File: config.mk
export PLATFORM = sky130hd
export DESIGN_NAME = stopwatch_ascii
export DESIGN_NICKNAME = d
export VERILOG_FILES = /design/src/rtl/stopwatch_ascii.sv
export SDC_FILE = /design/constraint.sdc
export NUM_CORES = 1
export LEC_CHECK = 0
export BUFFER_PORTS_ARGS = -buffer_cell sky130_fd_sc_hd__buf_2
export CELL_PAD_IN_SITES_DETAIL_PLACEMENT = 1
export CELL_PAD_IN_SITES_GLOBAL_PLACEMENT = 2
export CORE_UTILIZATION = 38
export CTS_CLUSTER_SIZE = 10
export DETAILED_ROUTE_END_ITERATION = 8
export PLACE_DENSITY = 0.82
export SYNTH_ARGS = -nofsm -noshare
export SYNTH_HDL_FRONTEND = slang
export SYNTH_SLANG_ARGS = --single-unit
File: constraint.sdc
create_clock -name CLK -period 4.25 [get_ports CLK]
set_input_delay 0.2125 -clock CLK [delete_from_list [all_inputs] [get_ports CLK]]
set_output_delay 0.2125 -clock CLK [all_outputs]
set_load 0.03 [all_outputs]
File: src/rtl/stopwatch_ascii.sv
// Tenths-of-a-second stopwatch (00.0..99.9) with ASCII digit outputs for the LCD stage.
// Optional lap hold is compiled in when STOPWATCH_LAP_EN is defined.
module stopwatch_ascii #(
  parameter int CLK_HZ  = 100000000,
  parameter int TICK_HZ = 10
) (
  input  logic       CLK,
  input  logic       btnr,
  input  logic       start_stop,
  input  logic       clear,
  input  logic       lap,
  output logic [7:0] d10,
  output logic [7:0] d1,
  output logic [7:0] d10ths,
  output logic       running,
  output logic       upd,
  output logic       ovf
);

  localparam int DIV = CLK_HZ / TICK_HZ;
  localparam int PW  = (DIV > 1) ? $clog2(DIV) : 1;
  localparam logic [PW-1:0] PRESC_MAX = PW'(DIV - 1);
  localparam logic [7:0] ASCII_0 = 8'h30;
  localparam logic [7:0] ASCII_9 = 8'h39;

  typedef enum logic [0:0] {
    ST_STOP = 1'b0,
    ST_RUN  = 1'b1
  } state_t;

  // Returns {carry, next digit}; an out-of-range digit is forced back to '0' without carry.
  function automatic logic [8:0] f_digit_inc(input logic [7:0] d);
    logic [8:0] res;
    if (d == ASCII_9) begin
      res = {1'b1, ASCII_0};
    end else if ((d < ASCII_0) || (d > ASCII_9)) begin
      res = {1'b0, ASCII_0};
    end else begin
      res = {1'b0, d + 8'd1};
    end
    return res;
  endfunction

  state_t        r_state;
  state_t        w_state_nxt;
  logic          r_running;
  logic [PW-1:0] r_presc;
  logic [PW-1:0] w_presc_nxt;
  logic          w_tick;
  logic [7:0]    r_cnt10, r_cnt1, r_cnt10ths;
  logic [7:0]    w_cnt10_nxt, w_cnt1_nxt, w_cnt10ths_nxt;
  logic [8:0]    w_inc_h, w_inc_u, w_inc_t;
  logic          r_ovf;
  logic          w_ovf_nxt;
  logic          r_upd;
  logic [23:0]   w_disp_cur;
  logic [23:0]   w_disp_nxt;

  assign w_tick  = (r_state == ST_RUN) && (r_presc >= PRESC_MAX);
  assign w_inc_h = f_digit_inc(r_cnt10);
  assign w_inc_u = f_digit_inc(r_cnt1);
  assign w_inc_t = f_digit_inc(r_cnt10ths);

  // Start/stop state machine next-state logic.
  always_comb begin
    w_state_nxt = r_state;
    case (r_state)
      ST_STOP: begin
        if (start_stop) w_state_nxt = ST_RUN;
        else            w_state_nxt = ST_STOP;
      end
      ST_RUN: begin
        if (start_stop) w_state_nxt = ST_STOP;
        else            w_state_nxt = ST_RUN;
      end
      default: w_state_nxt = ST_STOP;
    endcase
  end

  // Prescaler holds in STOP so a pause keeps the partial tick.
  always_comb begin
    if (clear) begin
      w_presc_nxt = {PW{1'b0}};
    end else if (w_tick) begin
      w_presc_nxt = {PW{1'b0}};
    end else if (r_state == ST_RUN) begin
      w_presc_nxt = r_presc + PW'(1);
    end else begin
      w_presc_nxt = r_presc;
    end
  end

  // Digit cascade; clear takes priority over a coincident tick.
  always_comb begin
    w_cnt10_nxt    = r_cnt10;
    w_cnt1_nxt     = r_cnt1;
    w_cnt10ths_nxt = r_cnt10ths;
    w_ovf_nxt      = r_ovf;
    if (clear) begin
      w_cnt10_nxt    = ASCII_0;
      w_cnt1_nxt     = ASCII_0;
      w_cnt10ths_nxt = ASCII_0;
      w_ovf_nxt      = 1'b0;
    end else if (w_tick) begin
      w_cnt10ths_nxt = w_inc_t[7:0];
      if (w_inc_t[8]) begin
        w_cnt1_nxt = w_inc_u[7:0];
        if (w_inc_u[8]) begin
          w_cnt10_nxt = w_inc_h[7:0];
          if (w_inc_h[8]) w_ovf_nxt = 1'b1;
          else            w_ovf_nxt = r_ovf;
        end else begin
          w_cnt10_nxt = r_cnt10;
        end
      end else begin
        w_cnt1_nxt = r_cnt1;
      end
    end else begin
      w_cnt10ths_nxt = r_cnt10ths;
    end
  end

  // Live count, prescaler, state and flags.
  always_ff @(posedge CLK) begin
    if (btnr) begin
      r_state    <= ST_STOP;
      r_running  <= 1'b0;
      r_presc    <= {PW{1'b0}};
      r_cnt10    <= ASCII_0;
      r_cnt1     <= ASCII_0;
      r_cnt10ths <= ASCII_0;
      r_ovf      <= 1'b0;
      r_upd      <= 1'b0;
    end else begin
      r_state    <= w_state_nxt;
      r_running  <= (w_state_nxt == ST_RUN);
      r_presc    <= w_presc_nxt;
      r_cnt10    <= w_cnt10_nxt;
      r_cnt1     <= w_cnt1_nxt;
      r_cnt10ths <= w_cnt10ths_nxt;
      r_ovf      <= w_ovf_nxt;
      r_upd      <= (w_disp_nxt != w_disp_cur);
    end
  end

`ifdef STOPWATCH_LAP_EN
  logic       r_hold;
  logic       w_hold_nxt;
  logic [7:0] r_disp10, r_disp1, r_disp10ths;

  // Lap hold toggles only in RUN; stopping or clearing releases it.
  always_comb begin
    if (clear) begin
      w_hold_nxt = 1'b0;
    end else if ((r_state == ST_RUN) && start_stop) begin
      w_hold_nxt = 1'b0;
    end else if ((r_state == ST_RUN) && lap) begin
      w_hold_nxt = ~r_hold;
    end else begin
      w_hold_nxt = r_hold;
    end
  end

  assign w_disp_cur = {r_disp10, r_disp1, r_disp10ths};
  assign w_disp_nxt = w_hold_nxt ? w_disp_cur : {w_cnt10_nxt, w_cnt1_nxt, w_cnt10ths_nxt};

  // Displayed digits track the live count unless held.
  always_ff @(posedge CLK) begin
    if (btnr) begin
      r_hold      <= 1'b0;
      r_disp10    <= ASCII_0;
      r_disp1     <= ASCII_0;
      r_disp10ths <= ASCII_0;
    end else begin
      r_hold      <= w_hold_nxt;
      r_disp10    <= w_disp_nxt[23:16];
      r_disp1     <= w_disp_nxt[15:8];
      r_disp10ths <= w_disp_nxt[7:0];
    end
  end

  assign d10    = r_disp10;
  assign d1     = r_disp1;
  assign d10ths = r_disp10ths;
`else
  logic w_unused_lap;
  assign w_unused_lap = lap;
  assign w_disp_cur   = {r_cnt10, r_cnt1, r_cnt10ths};
  assign w_disp_nxt   = {w_cnt10_nxt, w_cnt1_nxt, w_cnt10ths_nxt};
  assign d10          = r_cnt10;
  assign d1           = r_cnt1;
  assign d10ths       = r_cnt10ths;
`endif

  assign running = r_running;
  assign upd     = r_upd;
  assign ovf     = r_ovf;

endmodule
Word level (Yosys, flattened, before mapping). Index checks and enable logic that the tools add are counted.

Add/sub/neg operators: 4. Magnitude comparators: 7. Equal/unequal tests: 4. Mux-type cells: 18. Bitwise logic cells: 1. Reduce and logical (&&, ||, !) cells: 7.

Operator list (count): $mux 8 (12); $mux 9 (3); $add 24x1->24 const B (1); $add 8x1->8 const B (3); $eq 8x6->1 const B (3); $ge 24x24->1 const B (1); $gt 8x6->1 const B (3); $lt 8x6->1 const B (3); $ne 24x24->1 (1); $reduce_and 4->1 (1); $logic_or 1x1->1 (3); $reduce_or 3->1 (1); $mux 1 (2); $pmux 1 s2 (1); $reduce_or 2->1 (1); $logic_and 1x1->1 (1); $not 1->1 (1).

Register bits: 51. Input port bits: 5.

Longest topological paths before layout.
Word-level depth: 9. Mapped depth: 8. Gate-level depth less buffers: 7.

Least setup slack after synthesis. Ideal clock, no wire load.

Path kind: flip-flop to flip-flop. Start: register r_cnt10ths[0] (netlist: d10ths[0]). End: register r_cnt10[6] (netlist: d10[6]). Setup time: 0.086 ns. Arrival: 2.066 ns. Setup slack: 2.098 ns. Cell stages (with the launch flop): 7. Buffers on the path: 0. Clock period less this slack: 2.152 ns. Path through: dfxtp_1 -> ha_1 -> nand4b_2 -> nor4_4 -> nand4_2 -> a2111o_1 -> a211oi_1.

Word-level cells in the longest chain between the ends: 5.

Ends and longest elaborated chain: start, declared (line 50) `logic [7:0] r_cnt10, r_cnt1, r_cnt10ths;`; start signal, assigned (line 140) `r_cnt10ths <= w_cnt10ths_nxt;`; $eq 8x6->1 (line 34) `if (d == ASCII_9) begin`; $mux 9 (line 34); $mux 8 (line 106) `if (w_inc_t[8]) begin`; $mux 8 (line 104) `end else if (w_tick) begin`; $mux 8 (line 99) `if (clear) begin`; end signal, assigned (line 138) `r_cnt10 <= w_cnt10_nxt;`; end, declared (line 50).

Every way passes these cells. A chain may end at the register's enable or synchronous reset.

==> impl_metrics.toml <==
[setup_path]
end_kind = "flop"
path_cells = "nand4b_2, nor4_4, o211ai_1, a2111o_1, a211oi_1"
worstPathArrival_ns = 2.45
crit_fanout = 13
crit_type = "reg2reg"
critPathMaxStageDelay_ns = 0.66
path_delay_family = "compound AO/OA/AOI/OAI gates"
cp_data_required_time_ns = 4.48
slowest_stage = "dfxtp_1"
worstPathBufferInverterCount = 0
startpoint_type = "flop"

[power_and_ir_drop]
power_frac_seq_pct = 56.2
ir_drop_uv = 181
finalPower_w = 0.000861
power.density_nw_per_um2 = 293
p_sw_w = 0.000185
clockPowerShare_pct = 41.5
internal_power_w = 0.000676
power_leakage_nw = 1.11
power_frac_comb_pct = 2.3
swShare_pct = 21.5

[cts]
numCtsBuffers = 5
cts_root_buf = "clkbuf_8"
clockBufferDepth = 2
cts_max_level = 2
cts_setup_buffers = 0
cts_tree = "yes"
cts_hold_buf = 0
cts.sinks = 51
clk_latency_ns = 0.31
cts_resized = 0
clk_pin_slew_ns = 0.09

[route]
drt-initial-drc-count = 43
drc = 0
routed_wl_um = 6430
ant_nets = 0
firstDrtPassIters = 6
drt-vias-per-instance = 5.64
dr_total_vias = 2260
wire_per_inst_um = 16.0

[cells_and_area]
final_area_um2 = 2940
layout-drive-gt1-share_pct = 17.0
multi_input_area_um2 = 1480
final_common_cell = "dfxtp_1"
regArea_um2 = 1020
mostFrequentLayoutCells = "dfxtp_1 (51), nor2_1 (44), buf_2 (30)"
antenna_cells = 0
nets = 338
fillers = 789
areaGrowthSynthToFinish_pct = 12.7

[sta]
fin_ws_ns = 2.03
period_minus_slack_ns = 2.22
fin_crit_sh_pct = 52.2
finalHoldWorstSlack_ns = 0.119
rsz0062_at_grt = "no"
setup_viol = 0
relSlewSlack_pct = 36.1
slew_violations = 0
finalHoldViolCount = 0
worst_slew_pin_slew_ns = 0.955
finalSetupTns_ns = 0
finClkSkew_ns = 0.00416
fmaxAchievable_mhz = 450

[logic_synthesis]
netlist-cell-type-count = 55
syn-instance-count = 294
synth_flop_cell = "dfxtp_1"
synth_top_family_by_area = "simple AND/OR/NAND/NOR gates"
synth.area.mux_share_pct = 0.384
yosys.area_share.simple_pct = 29.2
synthAdderAreaFrac_pct = 4.80
yosysWarningCount = 0
ys_seq_area_share_pct = 39.2
synth_seq_cells = 51
synth_compound_area_share_pct = 14.8
synth_edf_count = 0
post_synth.cell_area_avg_um2 = 8.86
syn_area_um2 = 2600
syn-num-nets = 309
synth-xor-area-share_pct = 7.73
synthArstFlopShare_pct = 0

[placed_design]
pre_cts_slack_ns = 2.05
dpl_cell_area_um2 = 2820
place_congestion = 0.730
io_buffer_count = 30
dp_hpwl_um = 4690

[grt]
grt_usage_pct = 19.3
grt_pass1_vias = 2320
grt_pass1_wl_um = 11100
grt_overflow = 0
antenna_found_initial = 0
grt_max_degree = 27

[run]
max_cap_viol_count = 0

[floorplan]
coreArea_um2 = 6490
fp.dieW_um = 84.8
rows = 29
die_area_um2 = 7190
start_util_pct = 40.1
num_io_pins = 32
die_y_um = 84.8

[worst_hold_path]
hp-class = "in2reg"

[status]
status = "finished clean"
==> cell type report <==
| class | instances | area share, % |
|---|---|---|
| clock buffers | 6 | 2.81 |
| clock inverters | 2 | 1.19 |
| inverters | 16 | 2.05 |
| multi-input cells | 218 | 50.5 |
| flip-flops and latches | 51 | 34.8 |
| well taps | 77 | 3.28 |
| repair buffers | 31 | 5.37 |
==> Yosys cell counts, types with 2 or more instances <==
master / n / share of area [%]
dfxtp_1: 51 / 39
nor2_1: 44 / 6.3
xnor2_1: 19 / 6.4
nand2_1: 17 / 2.4
inv_1: 16 / 2.3
nand3_1: 16 / 3.1
a21oi_1: 14 / 2.7
ha_1: 10 / 4.8
nand4_1: 7 / 1.7
nor3_1: 7 / 1.3
a211oi_1: 5 / 1.4
and3_1: 5 / 1.2
clkbuf_1: 5 / 0.72
nor4_1: 5 / 1.2
o211ai_1: 5 / 1.4
or3_1: 5 / 1.2
or4_1: 5 / 1.4
and4_1: 4 / 1.3
xor2_1: 4 / 1.3
buf_2: 3 / 0.58
nand3b_1: 3 / 0.86
o2111ai_1: 3 / 1.0
o221a_2: 3 / 1.3
a2111o_1: 2 / 0.86
a21o_1: 2 / 0.58
and2_1: 2 / 0.48
nand4_2: 2 / 0.96
o211a_1: 2 / 0.77
or2_1: 2 / 0.48
==> power groups by stage <==
stage / clock [W] / sequential (W) / combinational (W)
finish: 0.000357 / 0.000484 / 0.0000201
global route: 0.000383 / 0.000484 / 0.0000221
global placement: 0 / 0.000495 / 0.0000201
floorplan: 0 / 0.000494 / 0.0000148
CTS: 0.000366 / 0.000484 / 0.0000207
detailed placement: 0 / 0.000495 / 0.0000205
==> final timing paths <==
check,start,end,slack [ns],cells after the start
max,running,d10[6],2.03,5
min,btnr,running,0.12,2
max reg2reg,running,d10[6],2.03,5
min reg2reg,ovf,ovf,0.47,1
==> kinds of logic after synthesis <==
family | count (synthesis)
flops | 51
fa+ha+maj | 10
simple gates | 134
xor+xnor | 23
mux | 1
compound gates | 50
buf+inv | 25
==> layer usage <==
metal | vias to the layer above | part of all wire, % | track usage (%)
met5 | - | 0 | 0
met4 | 0 | 1.4 | 6.63
met3 | 9 | 2.4 | 3.44
met2 | 30 | 45 | 31.1
met1 | 1101 | 51 | 26.1
li1 | 1120 | - | -
==> metrics by stage <==
step                utilization [%]  std cells
CTS                            45.2        401
floorplan                         -        294
detailed placement             43.4        393
global route                   45.2        401
finish                         45.2        401
global placement               43.4        393
==> worst register-to-register path, stage by stage, from the launching register on <==
cell,delay [ns]
dfxtp_1,0.66
nand4b_2,0.21
nor4_4,0.32
o211ai_1,0.27
a2111o_1,0.45
a211oi_1,0.22
==> state kept, by name (all words and copies together), names as in the netlist <==
name and flops:
ovf 1, d10ths 8, running 1, d10 8, d1 8, upd 1, r_presc 24
(Power assumes the default switching activity.)
